===== src/rtl/led_blink_pkg.sv =====
// Shared types and default constants for the multi-channel LED activity generator.
// The optional PWM brightness stage is enabled by defining LED_BLINK_PWM_EN.
package led_blink_pkg;

    typedef enum logic [1:0] {
        LED_OFF     = 2'd0,
        LED_ON      = 2'd1,
        LED_BLINK   = 2'd2,
        LED_ONESHOT = 2'd3
    } led_mode_e;

    localparam int NCH_DEF   = 4;
    localparam int CNT_W_DEF = 26;
    localparam int PWM_W_DEF = 4;

    // LED level a channel takes on the cycle it enters a mode.
    function automatic logic mode_init_led(input led_mode_e m);
        logic v;
        case (m)
            LED_OFF:     v = 1'b0;
            LED_ON:      v = 1'b1;
            LED_BLINK:   v = 1'b0;
            LED_ONESHOT: v = 1'b0;
            default:     v = 1'b0;
        endcase
        return v;
    endfunction

endpackage


===== src/rtl/led_blink_chan.sv =====
// One LED channel: half-period counter, previous-mode register, one-shot flag,
// registered LED state and registered event tick.
module led_blink_chan
    import led_blink_pkg::*;
#(
    parameter int CNT_W = CNT_W_DEF
) (
    input  logic             clk,
    input  logic             rst_n,
    input  logic             en,
    input  led_mode_e        mode,
    input  logic [CNT_W-1:0] half_period,
    input  logic             trig,
    output logic             led,
    output logic             tick
);

    localparam logic [CNT_W-1:0] CntOne = {{(CNT_W-1){1'b0}}, 1'b1};

    logic [CNT_W-1:0] cnt_q;
    logic [CNT_W-1:0] cnt_d;
    led_mode_e        prev_mode_q;
    led_mode_e        prev_mode_d;
    logic             os_q;
    logic             os_d;
    logic             led_q;
    logic             led_d;
    logic             tick_q;
    logic             tick_d;
    logic             hp_zero_s;
    logic             expired_s;

    assign hp_zero_s = (half_period == {CNT_W{1'b0}});
    // Compared before the increment, so shrinking half_period fires on the next enabled cycle.
    assign expired_s = (cnt_q >= half_period);

    // Next-state logic: mode change first, then enable gating, then per-mode behaviour.
    always_comb begin
        cnt_d       = cnt_q;
        prev_mode_d = prev_mode_q;
        os_d        = os_q;
        led_d       = led_q;
        tick_d      = 1'b0;
        if (mode != prev_mode_q) begin
            prev_mode_d = mode;
            cnt_d       = CntOne;
            os_d        = 1'b0;
            led_d       = mode_init_led(mode);
        end else if (!en) begin
            cnt_d = cnt_q;
        end else begin
            case (mode)
                LED_OFF: begin
                    led_d = 1'b0;
                    cnt_d = CntOne;
                    os_d  = 1'b0;
                end
                LED_ON: begin
                    led_d = 1'b1;
                    cnt_d = CntOne;
                    os_d  = 1'b0;
                end
                LED_BLINK: begin
                    if (hp_zero_s) begin
                        led_d = 1'b0;
                        cnt_d = CntOne;
                    end else if (expired_s) begin
                        led_d  = ~led_q;
                        tick_d = 1'b1;
                        cnt_d  = CntOne;
                    end else begin
                        cnt_d = cnt_q + CntOne;
                    end
                end
                LED_ONESHOT: begin
                    // A trigger outranks expiry in the same cycle.
                    if (trig && !hp_zero_s) begin
                        led_d = 1'b1;
                        cnt_d = CntOne;
                        os_d  = 1'b1;
                    end else if (os_q) begin
                        if (expired_s) begin
                            led_d  = 1'b0;
                            tick_d = 1'b1;
                            os_d   = 1'b0;
                            cnt_d  = CntOne;
                        end else begin
                            cnt_d = cnt_q + CntOne;
                        end
                    end else begin
                        led_d = 1'b0;
                        cnt_d = CntOne;
                    end
                end
                default: begin
                    led_d = 1'b0;
                    cnt_d = CntOne;
                    os_d  = 1'b0;
                end
            endcase
        end
    end

    // Channel state registers.
    always_ff @(posedge clk or negedge rst_n) begin
        if (!rst_n) begin
            cnt_q       <= CntOne;
            prev_mode_q <= LED_OFF;
            os_q        <= 1'b0;
            led_q       <= 1'b0;
            tick_q      <= 1'b0;
        end else begin
            cnt_q       <= cnt_d;
            prev_mode_q <= prev_mode_d;
            os_q        <= os_d;
            led_q       <= led_d;
            tick_q      <= tick_d;
        end
    end

    assign led  = led_q;
    assign tick = tick_q;

endmodule


===== src/rtl/led_blink_multi.sv =====
// NCH-channel LED activity generator: slices the packed buses into channels.
// Define LED_BLINK_PWM_EN to add the bright input and a shared PWM brightness stage.
module led_blink_multi
    import led_blink_pkg::*;
#(
    parameter int NCH   = NCH_DEF,
    parameter int CNT_W = CNT_W_DEF
`ifdef LED_BLINK_PWM_EN
    ,
    parameter int PWM_W = PWM_W_DEF
`endif
) (
    input  logic                 sys_clk,
    input  logic                 sys_rst_n,
    input  logic                 en,
    input  logic [2*NCH-1:0]     mode,
    input  logic [CNT_W*NCH-1:0] half_period,
    input  logic [NCH-1:0]       trig,
`ifdef LED_BLINK_PWM_EN
    input  logic [PWM_W*NCH-1:0] bright,
`endif
    output logic [NCH-1:0]       led,
    output logic [NCH-1:0]       tick
);

    logic [NCH-1:0] chan_led_s;

    for (genvar i = 0; i < NCH; i++) begin : g_chan
        led_blink_chan #(
            .CNT_W(CNT_W)
        ) u_chan (
            .clk        (sys_clk),
            .rst_n      (sys_rst_n),
            .en         (en),
            .mode       (led_mode_e'(mode[2*i +: 2])),
            .half_period(half_period[CNT_W*i +: CNT_W]),
            .trig       (trig[i]),
            .led        (chan_led_s[i]),
            .tick       (tick[i])
        );
    end

`ifdef LED_BLINK_PWM_EN
    localparam logic [PWM_W-1:0] PwmOne = {{(PWM_W-1){1'b0}}, 1'b1};

    logic [PWM_W-1:0] pwm_cnt_q;
    logic [PWM_W-1:0] pwm_cnt_d;
    logic [NCH-1:0]   led_q;
    logic [NCH-1:0]   led_d;

    // Shared brightness counter and per-channel duty gating.
    always_comb begin
        pwm_cnt_d = pwm_cnt_q;
        led_d     = {NCH{1'b0}};
        if (en) begin
            pwm_cnt_d = pwm_cnt_q + PwmOne;
        end else begin
            pwm_cnt_d = pwm_cnt_q;
        end
        for (int i = 0; i < NCH; i++) begin
            led_d[i] = chan_led_s[i] & (pwm_cnt_q < bright[PWM_W*i +: PWM_W]);
        end
    end

    // PWM counter and gated LED registers.
    always_ff @(posedge sys_clk or negedge sys_rst_n) begin
        if (!sys_rst_n) begin
            pwm_cnt_q <= {PWM_W{1'b0}};
            led_q     <= {NCH{1'b0}};
        end else begin
            pwm_cnt_q <= pwm_cnt_d;
            led_q     <= led_d;
        end
    end

    assign led = led_q;
`else
    assign led = chan_led_s;
`endif

endmodule


===== config.mk =====
export PLATFORM = sky130hd
export DESIGN_NAME = led_blink_multi
export DESIGN_NICKNAME = d
export VERILOG_FILES = /design/src/rtl/led_blink_pkg.sv /design/src/rtl/led_blink_chan.sv /design/src/rtl/led_blink_multi.sv
export SDC_FILE = /design/constraint.sdc
export NUM_CORES = 1
export LEC_CHECK = 0
export ABC_CLOCK_PERIOD_IN_PS = 6300
export CAP_MARGIN = 30
export CORE_MARGIN = 8
export CORE_UTILIZATION = 62
export CTS_BUF_LIST = sky130_fd_sc_hd__clkbuf_4
export CTS_CLUSTER_SIZE = 14
export DETAILED_ROUTE_END_ITERATION = 12
export PLACE_DENSITY_LB_ADDON = 0.05
export SLEW_MARGIN = 20
export SYNTH_ARGS = -nofsm -noshare
export SYNTH_HDL_FRONTEND = slang
export SYNTH_SLANG_ARGS = --single-unit

===== constraint.sdc =====
create_clock -name sys_clk -period 6.3 [get_ports sys_clk]
set_input_delay 1.26 -clock sys_clk [delete_from_list [all_inputs] [get_ports sys_clk]]
set_output_delay 1.26 -clock sys_clk [all_outputs]
set_load 0.005 [all_outputs]

# Word-level counts from Yosys, hierarchy flattened
# Cells that the tools add are included.
[classes]
n_mux = 116
n_bitwise = 4
add_sub_neg = 4
order_cmp = 4
n_eq_ne = 24
reduce_logical = 40
[op_table]
columns = ["op", "count"]
rows = [
  ["two-way mux 26 bit", 24],
  ["one-hot mux 26 bit (3 select lines)", 4],
  ["adder 26 x 1 -> 26 bit, second input constant", 4],
  [">= comparator 26 bit", 4],
  ["zero test 26 bit", 4],
  ["two-way mux 1 bit", 72],
  ["one-hot mux 1 bit (2 select lines)", 12],
  ["inequality test 5 bit, second input constant", 4],
  ["== test 2 bit, second input constant", 8],
  ["inequality test 4 x 1 -> 1 bit, second input constant", 4],
  ["one-hot mux 1 bit (4 select lines)", 4],
  ["AND reduction 3 bit", 4],
  ["nonzero test 3 bit", 4],
  ["OR reduction 3 bit", 4],
  ["== test 2 x 1 -> 1 bit, second input constant", 4],
  ["zero test 2 bit", 4],
  ["inequality test 2 bit", 4],
  ["AND reduction 2 bit", 4],
  ["nonzero test 2 bit", 4],
  ["OR reduction 2 bit", 4],
  ["logical AND 1 bit", 4],
  ["zero test 1 bit", 4],
  ["inverter 1 bit", 4],
]
[word_totals]
out_inout_bits = 8
input_bits = 119
reg_bits = 124
wordCells = 212

# Depth between registers and ports, before layout
# Gate-level depths: netlist of the first run.
[logic_depth]
word_depth = 7
ltp_mapped = 11
depth_no_buf = 9

# Modules after synthesis
# A second synthesis of the first run with hierarchy kept.
[hier_totals]
hier_cells = 1196
hier_area_um2 = 9771.9
[by_module_without_submodules]
columns = ["mod", "n_inst", "seq_area_each_um2", "cells_each", "area_per_inst_um2"]
rows = [
  ["led_blink_chan at g_chan[0].u_chan ...", 3, 777.0, 302, 2444.8],
  ["led_blink_chan at g_chan[3].u_chan", 1, 777.0, 290, 2437.3],
]

# Least setup slack after synthesis of the first run
# Ideal clock, no wire load.
[synth_path]
kind = "in2reg"
from = "in half_period[90]"
to = "reg g_chan[3].u_chan.cnt_q[11]"
arrival_time_ps = 3490
path_buffers = 1
setup_slack_ps = 2741
setup_ps = 69
required_ps = 6231
path_stages = 10
path_cell_list = "inv_1 -> ha_1 -> a21o_1 -> a221o_1 -> a221oi_2 -> nand2_1 -> a211o_2 -> buf_6 -> or4_1 -> nand3_1"
[synth_between]
elab_chain_cells = 7
elab_cells_between_ends = 11
classes_between = "1 x order compare; 7 x mux; 3 x reduce/logical"
[synth_lines]
columns = ["element", "line_no", "text"]
rows = [
  ["from (decl)", "led_blink_multi.sv:17", "input logic [CNT_W*NCH-1:0] half_period,"],
  [">= comparator 26 bit / zero test 26 bit (equally long branches)", "led_blink_chan.sv:35, led_blink_chan.sv:33", ""],
  ["two-way mux 26 bit / zero test 1 bit (equally long branches)", "led_blink_chan.sv:67, led_blink_chan.sv:82, led_blink_chan.sv:77", ""],
  ["two-way mux 26 bit / logical AND 1 bit (equally long branches)", "led_blink_chan.sv:81, led_blink_chan.sv:77", ""],
  ["two-way mux 26 bit", "led_blink_chan.sv:77", "if (trig && !hp_zero_s) begin"],
  ["one-hot mux 26 bit (3 select lines) (*)", "led_blink_chan.sv:52", "case (mode)"],
  ["two-way mux 26 bit (*)", "led_blink_chan.sv:49", "end else if (!en) begin"],
  ["two-way mux 26 bit (*)", "led_blink_chan.sv:44", "if (mode != prev_mode_q) begin"],
  ["to (signal assigned)", "led_blink_chan.sv:107", "cnt_q <= CntOne;"],
  ["to (signal assigned)", "led_blink_chan.sv:113", "cnt_q <= cnt_d;"],
  ["to (decl)", "led_blink_chan.sv:20", "logic [CNT_W-1:0] cnt_q;"],
]
# Every way passes the cells marked *; elsewhere a longest branch is shown, timed or not. The select of a mux whose other input is x is not followed.
# A chain may end at the register's enable or synchronous reset.

# Worst setup path in the final report of the first run
[layout_path]
from = "in half_period[85]"
to = "reg g_chan[3].u_chan.cnt_q[17]"
# The elaborated chain is that of the path after synthesis.

==> flow_metrics.tcl, run 1 <==
set metrics [dict create \
    status "finished, final reports clean" \
    die_h_um 139 \
    syn-num-nets 1363 \
    yosysWarnings 0 \
    area_delta_synth_final_pct 18.1 \
    rsz0062_at_grt "false" \
    startpoint_type "primary input" \
    clk_pin_slew_worst_paths_ns 0.14 \
    cpPeakStageDelay_ns 0.65 \
    p_leak_nw 5.20 \
    maxCapViolCount 0 \
    synth-main-ff-cell "dfrtp_1" \
    core_mm2 0.0149 \
    finalNonFillerCells 1451 \
    ys_seq_area_share_pct 33.4 \
    fin_crit_sh_pct 67.8 \
    hold_viol 0 \
    grt_pass1_vias 8340 \
    path_cells "clkdlybuf4s50_1 -> inv_1 -> ha_1 -> a211oi_1 -> nor2_1 -> a2111oi_0 -> o21ai_0 -> a211oi_2 -> buf_4 -> nand2_1 -> o311ai_0" \
    postSynth.asyncResetShare_pct 100 \
    drive_above_1_share_pct 4.76 \
    min_path_type "flop to flop" \
    postCtsSetupBuffers 0 \
    worstPathArrival_ns 4.73 \
    slew_viol_final 0 \
    gp_congestion 0.866 \
    synth_cell_type_count 66 \
    cts_root_buffer "clkbuf_4" \
    cts_sinks 124 \
    final_net_count 1475 \
    drtIter0Drc 628 \
    start_util_pct 62.4 \
    port_buffers 126 \
    max_freq_mhz 234 \
    cts_tree "yes" \
    required_ns 6.76 \
    die-area_mm2 0.0192 \
    vias 8698 \
    grt_max_degree 78 \
    end_kind "flop" \
    cts_made_buffers 17 \
    worstSetupPathType "primary input to flop" \
    finalCriticalPeriod_ns 4.27 \
    synth_top_cell_by_area "dfrtp_1" \
    rows 45 \
    io_pins 127 \
    tightestPinTransition_ns 0.849 \
    cts_buffer_depth 2 \
    syn_area_per_cell_um2 8.20 \
    clk_latency_ns 0.56 \
    ys_seq_elements 124 \
    groute.usage.overall_pct 24.0 \
    slew_headroom_pct 42.9 \
    fp.dieW_um 139 \
    grt-ovfl-total 0 \
    grt_first_pass_wirelength_mm 39.4 \
    synth_most_common_cell "inv_1" \
    cts-hold-fix-buffers 0 \
    fin_worst_skew_ns 0.0332 \
    finalSetupViolCount 0 \
    ir_worst_vdd_mv 0.115 \
    cts_resized 0 \
    synth_edf_count 0 \
    synth_cells 1136 \
    htreeDepth 4 \
    wire_per_inst_um 15.8 \
    drt-pass1-iter-count 5 \
    fin_tns_setup_ns 0 \
    cp_slowest_cell "a2111oi_0" \
    cp_max_fo 23 \
    drtAntennaViolNets 0 \
    synthTopCellsByArea "dfrtp_1 32%, ha_1 15%, inv_1 5.2%" \
    yosysTopAreaCellShare_pct 32.2 \
    hpwl_mm 17.5 \
    pwr_density_cell_mw_per_mm2 147 \
    synth_area_mm2 0.00932 \
    dp_cells 1416 \
    routed_via_density 5.99 \
    remaining_drc_errors 0 \
    finalWirelength_mm 23.0 \
    synth_commonest_cells "128 x inv_1, 120 x dfrtp_1, 115 x nand2_1" \
    antenna_found_initial 1 \
]
## metrics by stage
step / setup slack (ns) / total power, mW / utilization, % / hold WS (ns) / instance area (um^2)
2_1_floorplan: 2.74 / 0.935 / - / 0.468 / 9320
3_3_place_gp: 1.72 / 1.06 / 71.5 / 0.502 / 10700
3_5_place_dp: 1.63 / 1.07 / 71.6 / 0.503 / 10700
4_1_cts: 2.17 / 1.63 / 73.5 / 0.518 / 11000
5_1_grt: 1.86 / 1.69 / 73.7 / 0.525 / 11000
6_report: 2.03 / 1.62 / 73.7 / 0.515 / 11000
## report_power, final
| part | internal, mW | total (mW) | switching (mW) |
|---|---|---|---|
| Clock | 0.234 | 0.560 | 0.326 |
| Sequential | 0.805 | 0.814 | 0.00945 |
| Combinational | 0.121 | 0.243 | 0.122 |
## state kept, by name, summed over array words and instances (netlist names)
register,flops
g_chan.u_chan.tick,4
g_chan.u_chan.led,4
g_chan.u_chan.os_q,4
g_chan.u_chan.prev_mode_q,8
g_chan.u_chan.cnt_q,104
## layout by cell type, fill, tap and decap left out, types with 14 or more instances in the layout
cell	Yosys	layout
clkbuf_4	0	17
dfrtp_1	120	120
nand3_1	79	79
clkdlybuf4s50_1	0	125
a31oi_1	15	15
ha_1	108	108
nand4_1	44	44
nand2_1	115	115
o21ai_0	46	46
inv_1	128	128
and3_1	26	26
nor4_1	38	38
xnor2_1	14	14
nor3_1	18	18
xor2_1	35	35
a21oi_1	56	56
nor2_1	100	100
## worst max-delay path, delay by kind of cell
family	cells	cell delay, ns
compound gates	5	1.91
fa+ha+maj	1	0.30
buf+inv	3	0.86
simple gates	2	0.38
## cell type report
cell class | count | area [um^2]
multi-input cells | 842 | 5540
fillers | 1216 | 3920
flip-flops and latches | 124 | 3110
repair buffers | 135 | 1350
inverters | 128 | 480
well taps | 188 | 235
clock inverters | 15 | 150
clock buffers | 17 | 128
diodes | 2 | 5.00
## path summary, 6_finish.rpt
check	startpoint	end	slack [ns]	cells past startpoint
min	g_chan[0].u_chan.cnt_q[20]	g_chan[0].u_chan.cnt_q[20]	0.51	1
min reg2reg	g_chan[0].u_chan.cnt_q[20]	g_chan[0].u_chan.cnt_q[20]	0.51	1
max	half_period[85]	g_chan[3].u_chan.cnt_q[17]	2.03	11
min in group asynchronous	sys_rst_n	g_chan[3].u_chan.cnt_q[16]	0.67	1
max reg2reg	g_chan[3].u_chan.cnt_q[7]	g_chan[3].u_chan.cnt_q[17]	2.85	9
max in group asynchronous	sys_rst_n	g_chan[2].u_chan.cnt_q[0]	4.48	3
## metal layers
metal | track usage, % | wire, um
met5 | 0 | 0
met4 | 7.38 | 316
met3 | 4.42 | 1190
met2 | 39.0 | 10900
met1 | 31.9 | 10500
## cells by family after synthesis
kind of cell	count (synthesis)	share of synthesized area, %
AO/OA/AOI/OAI	202	13.9
XOR/XNOR	49	4.61
adder cells (fa/ha/maj)	108	14.5
AND/OR/NAND/NOR	476	25.5
flip-flops	124	33.4
buffers and inverters	170	7.29
multiplexers	7	0.806
Note: power is estimated with default switching activity, not from simulation.
==> run 2: changes to the inputs <==
--- a/config.mk
+++ b/config.mk
@@ -5,10 +5,10 @@
 export SDC_FILE = /design/constraint.sdc
 export NUM_CORES = 1
 export LEC_CHECK = 0
-export ABC_CLOCK_PERIOD_IN_PS = 6300
+export ABC_CLOCK_PERIOD_IN_PS = 4470
 export CAP_MARGIN = 30
 export CORE_MARGIN = 8
-export CORE_UTILIZATION = 62
+export CORE_UTILIZATION = 58
 export CTS_BUF_LIST = sky130_fd_sc_hd__clkbuf_4
 export CTS_CLUSTER_SIZE = 14
 export DETAILED_ROUTE_END_ITERATION = 12
==> constraint.sdc (replaced) <==
create_clock -name sys_clk -period 4.47 [get_ports sys_clk]
set_input_delay 0.894 -clock sys_clk [delete_from_list [all_inputs] [get_ports sys_clk]]
set_output_delay 0.894 -clock sys_clk [all_outputs]
set_load 0.005 [all_outputs]
==> flow_metrics.tcl, run 2 (synthesis results as in run 1) <==
set metrics [dict create \
    worstSetupPathType "primary input to flop" \
    dpl_worst_slack_ns 0.297 \
    final_net_count 1479 \
    clk_latency_ns 0.56 \
    wire_per_inst_um 15.6 \
    maxCapViolCount 0 \
    core_mm2 0.0158 \
    cts_tree "yes" \
    fin_worst_skew_ns 0.0195 \
    finalCriticalPeriod_ns 3.64 \
    grt_pass1_vias 8204 \
    finalSetupViolCount 0 \
    tightestPinTransition_ns 0.893 \
    htreeDepth 4 \
    slew_headroom_pct 40.1 \
    setup_ws_ns 0.828 \
    path_cells "clkdlybuf4s50_1 -> inv_1 -> ha_1 -> a211oi_1 -> nor2_1 -> a2111oi_0 -> o21ai_0 -> a211o_2 -> or4_1 -> nand3_1" \
    p_leak_nw 5.22 \
    fin_tns_setup_ns 0 \
    cp_max_fo 18 \
    cts_buffer_depth 2 \
    rows 46 \
    routed_via_density 5.76 \
    rr_startpoint "g_chan[3].u_chan.cnt_q[7]" \
    drive_above_1_share_pct 4.74 \
    grt_max_degree 68 \
    required_ns 4.95 \
    clk_pin_slew_worst_paths_ns 0.11 \
    start_util_pct 59.1 \
    status "finished, final reports clean" \
    fp.dieW_um 143 \
    cts-hold-fix-buffers 0 \
    ff_latch_area_mm2 0.00311 \
    final_cell_mix "128 x inv_1, 125 x clkdlybuf4s50_1, 120 x dfrtp_1" \
    worstPathArrival_ns 4.12 \
    slew_viol_final 0 \
    hold_viol 0 \
    fin_crit_sh_pct 81.5 \
    finalWirelength_mm 23.2 \
    rsz0062_at_grt "false" \
    final_common_cell "inv_1" \
    grt_first_pass_wirelength_mm 39.2 \
    die-area_mm2 0.0204 \
    area_delta_synth_final_pct 18.8 \
    cpPeakStageDelay_ns 0.65 \
    hold-worst-slack_ns 0.392 \
    min_path_type "primary input to async pin" \
    end_kind "flop" \
    worstSetupStartpoint "half_period[85]" \
    vias 8531 \
    hpwl_mm 17.9 \
    cp.depth 10 \
    remaining_drc_errors 0 \
    drtAntennaViolNets 0 \
    cp_top_family "compound AO/OA/AOI/OAI gates" \
    largest_reg_flops 104 \
    gp_congestion 0.890 \
    drtIter0Drc 596 \
    largestRegisters "g_chan.u_chan.cnt_q: 104 flops, g_chan.u_chan.prev_mode_q: 8 flops" \
    io_pins 127 \
    drt-pass1-iter-count 5 \
    reg2reg_depth 8 \
    antenna_found_initial 1 \
    cp_slowest_cell "a2111oi_0" \
    cts_made_buffers 17 \
    grt-ovfl-total 0 \
    final_util_pct 70.2 \
    startpoint_type "primary input" \
    fillCellCount 1342 \
    cts_root_buffer "clkbuf_4" \
    cts_resized 0 \
    pwr_density_cell_mw_per_mm2 209 \
    ir_worst_vdd_mv 0.161 \
    path_buf_inv 2 \
    postCtsSetupBuffers 0 \
    multi_input_area_mm2 0.00554 \
    cts_sinks 124 \
    port_buffers 126 \
    die_h_um 143 \
    dp_cells 1449 \
    largest-register "g_chan.u_chan.cnt_q" \
    finalNonFillerCells 1482 \
    max_freq_mhz 275 \
    groute.usage.overall_pct 23.5 \
]
[run 2: changes by cell type in the layout (fill, tap and decap cells not counted)]
cell | previous run | this run
clkinv_4 | 4 | 1
bufinv_16 | 2 | 3
buf_12 | 0 | 1
diode_2 | 2 | 1
clkinvlp_4 | 3 | 2
buf_4 | 8 | 12
clkinv_1 | 1 | 5
buf_16 | 1 | 0
clkinv_2 | 4 | 2
clkbuf_4 | 17 | 18
[run 2: where the power goes]
group / internal, mW / total, mW / switching [mW] / leakage (nW)
Combinational: 0.172 / 0.346 / 0.174 / 3.37
Sequential: 1.13 / 1.15 / 0.0127 / 1.69
Clock: 0.384 / 0.816 / 0.431 / 0.150
[run 2: metal layers]
metal	vias up	global-route usage, %	wire (um)
li1	4307	-	-
met1	3993	31.3	10600
met2	205	38.0	11000
met3	26	4.74	1290
met4	0	6.32	262
met5	-	0	0
[run 2: worst paths after layout]
check / slack, ns / end
worst max-delay path: 0.83 / g_chan[3].u_chan.cnt_q[15]
worst min-delay path: 0.39 / g_chan[3].u_chan.cnt_q[6]
worst max register to register: 1.25 / g_chan[3].u_chan.cnt_q[15]
worst min register to register: 0.54 / g_chan[1].u_chan.cnt_q[21]
max in group asynchronous: 3.19 / g_chan[2].u_chan.cnt_q[0]
min in group sys_clk: 0.54 / g_chan[1].u_chan.cnt_q[21]
[run 2: area by class of cell]
class	count	share of cell area [%]
clock inverters	14	1.37
multi-input cells	842	50.1
clock buffers	18	1.22
well taps	216	2.44
repair buffers	139	12.4
inverters	128	4.34
diodes	1	0.0226
flip-flops and latches	124	28.1
[run 2: stage by stage]
step	area, um^2	total power, mW
final	11100	2.31
after global routing	11100	2.42
after CTS	11100	2.33
after detailed placement	10800	1.51
after global placement	10800	1.51
after floorplan	9320	1.32
[run 2: worst reg2reg max path: stages (launching register included)]
cell and delay [ns]:
dfrtp_1 0.45, ha_1 0.31, a211oi_1 0.24, nor2_1 0.08
a2111oi_0 0.65, o21ai_0 0.30, a211o_2 0.51, or4_1 0.51
nand3_1 0.10
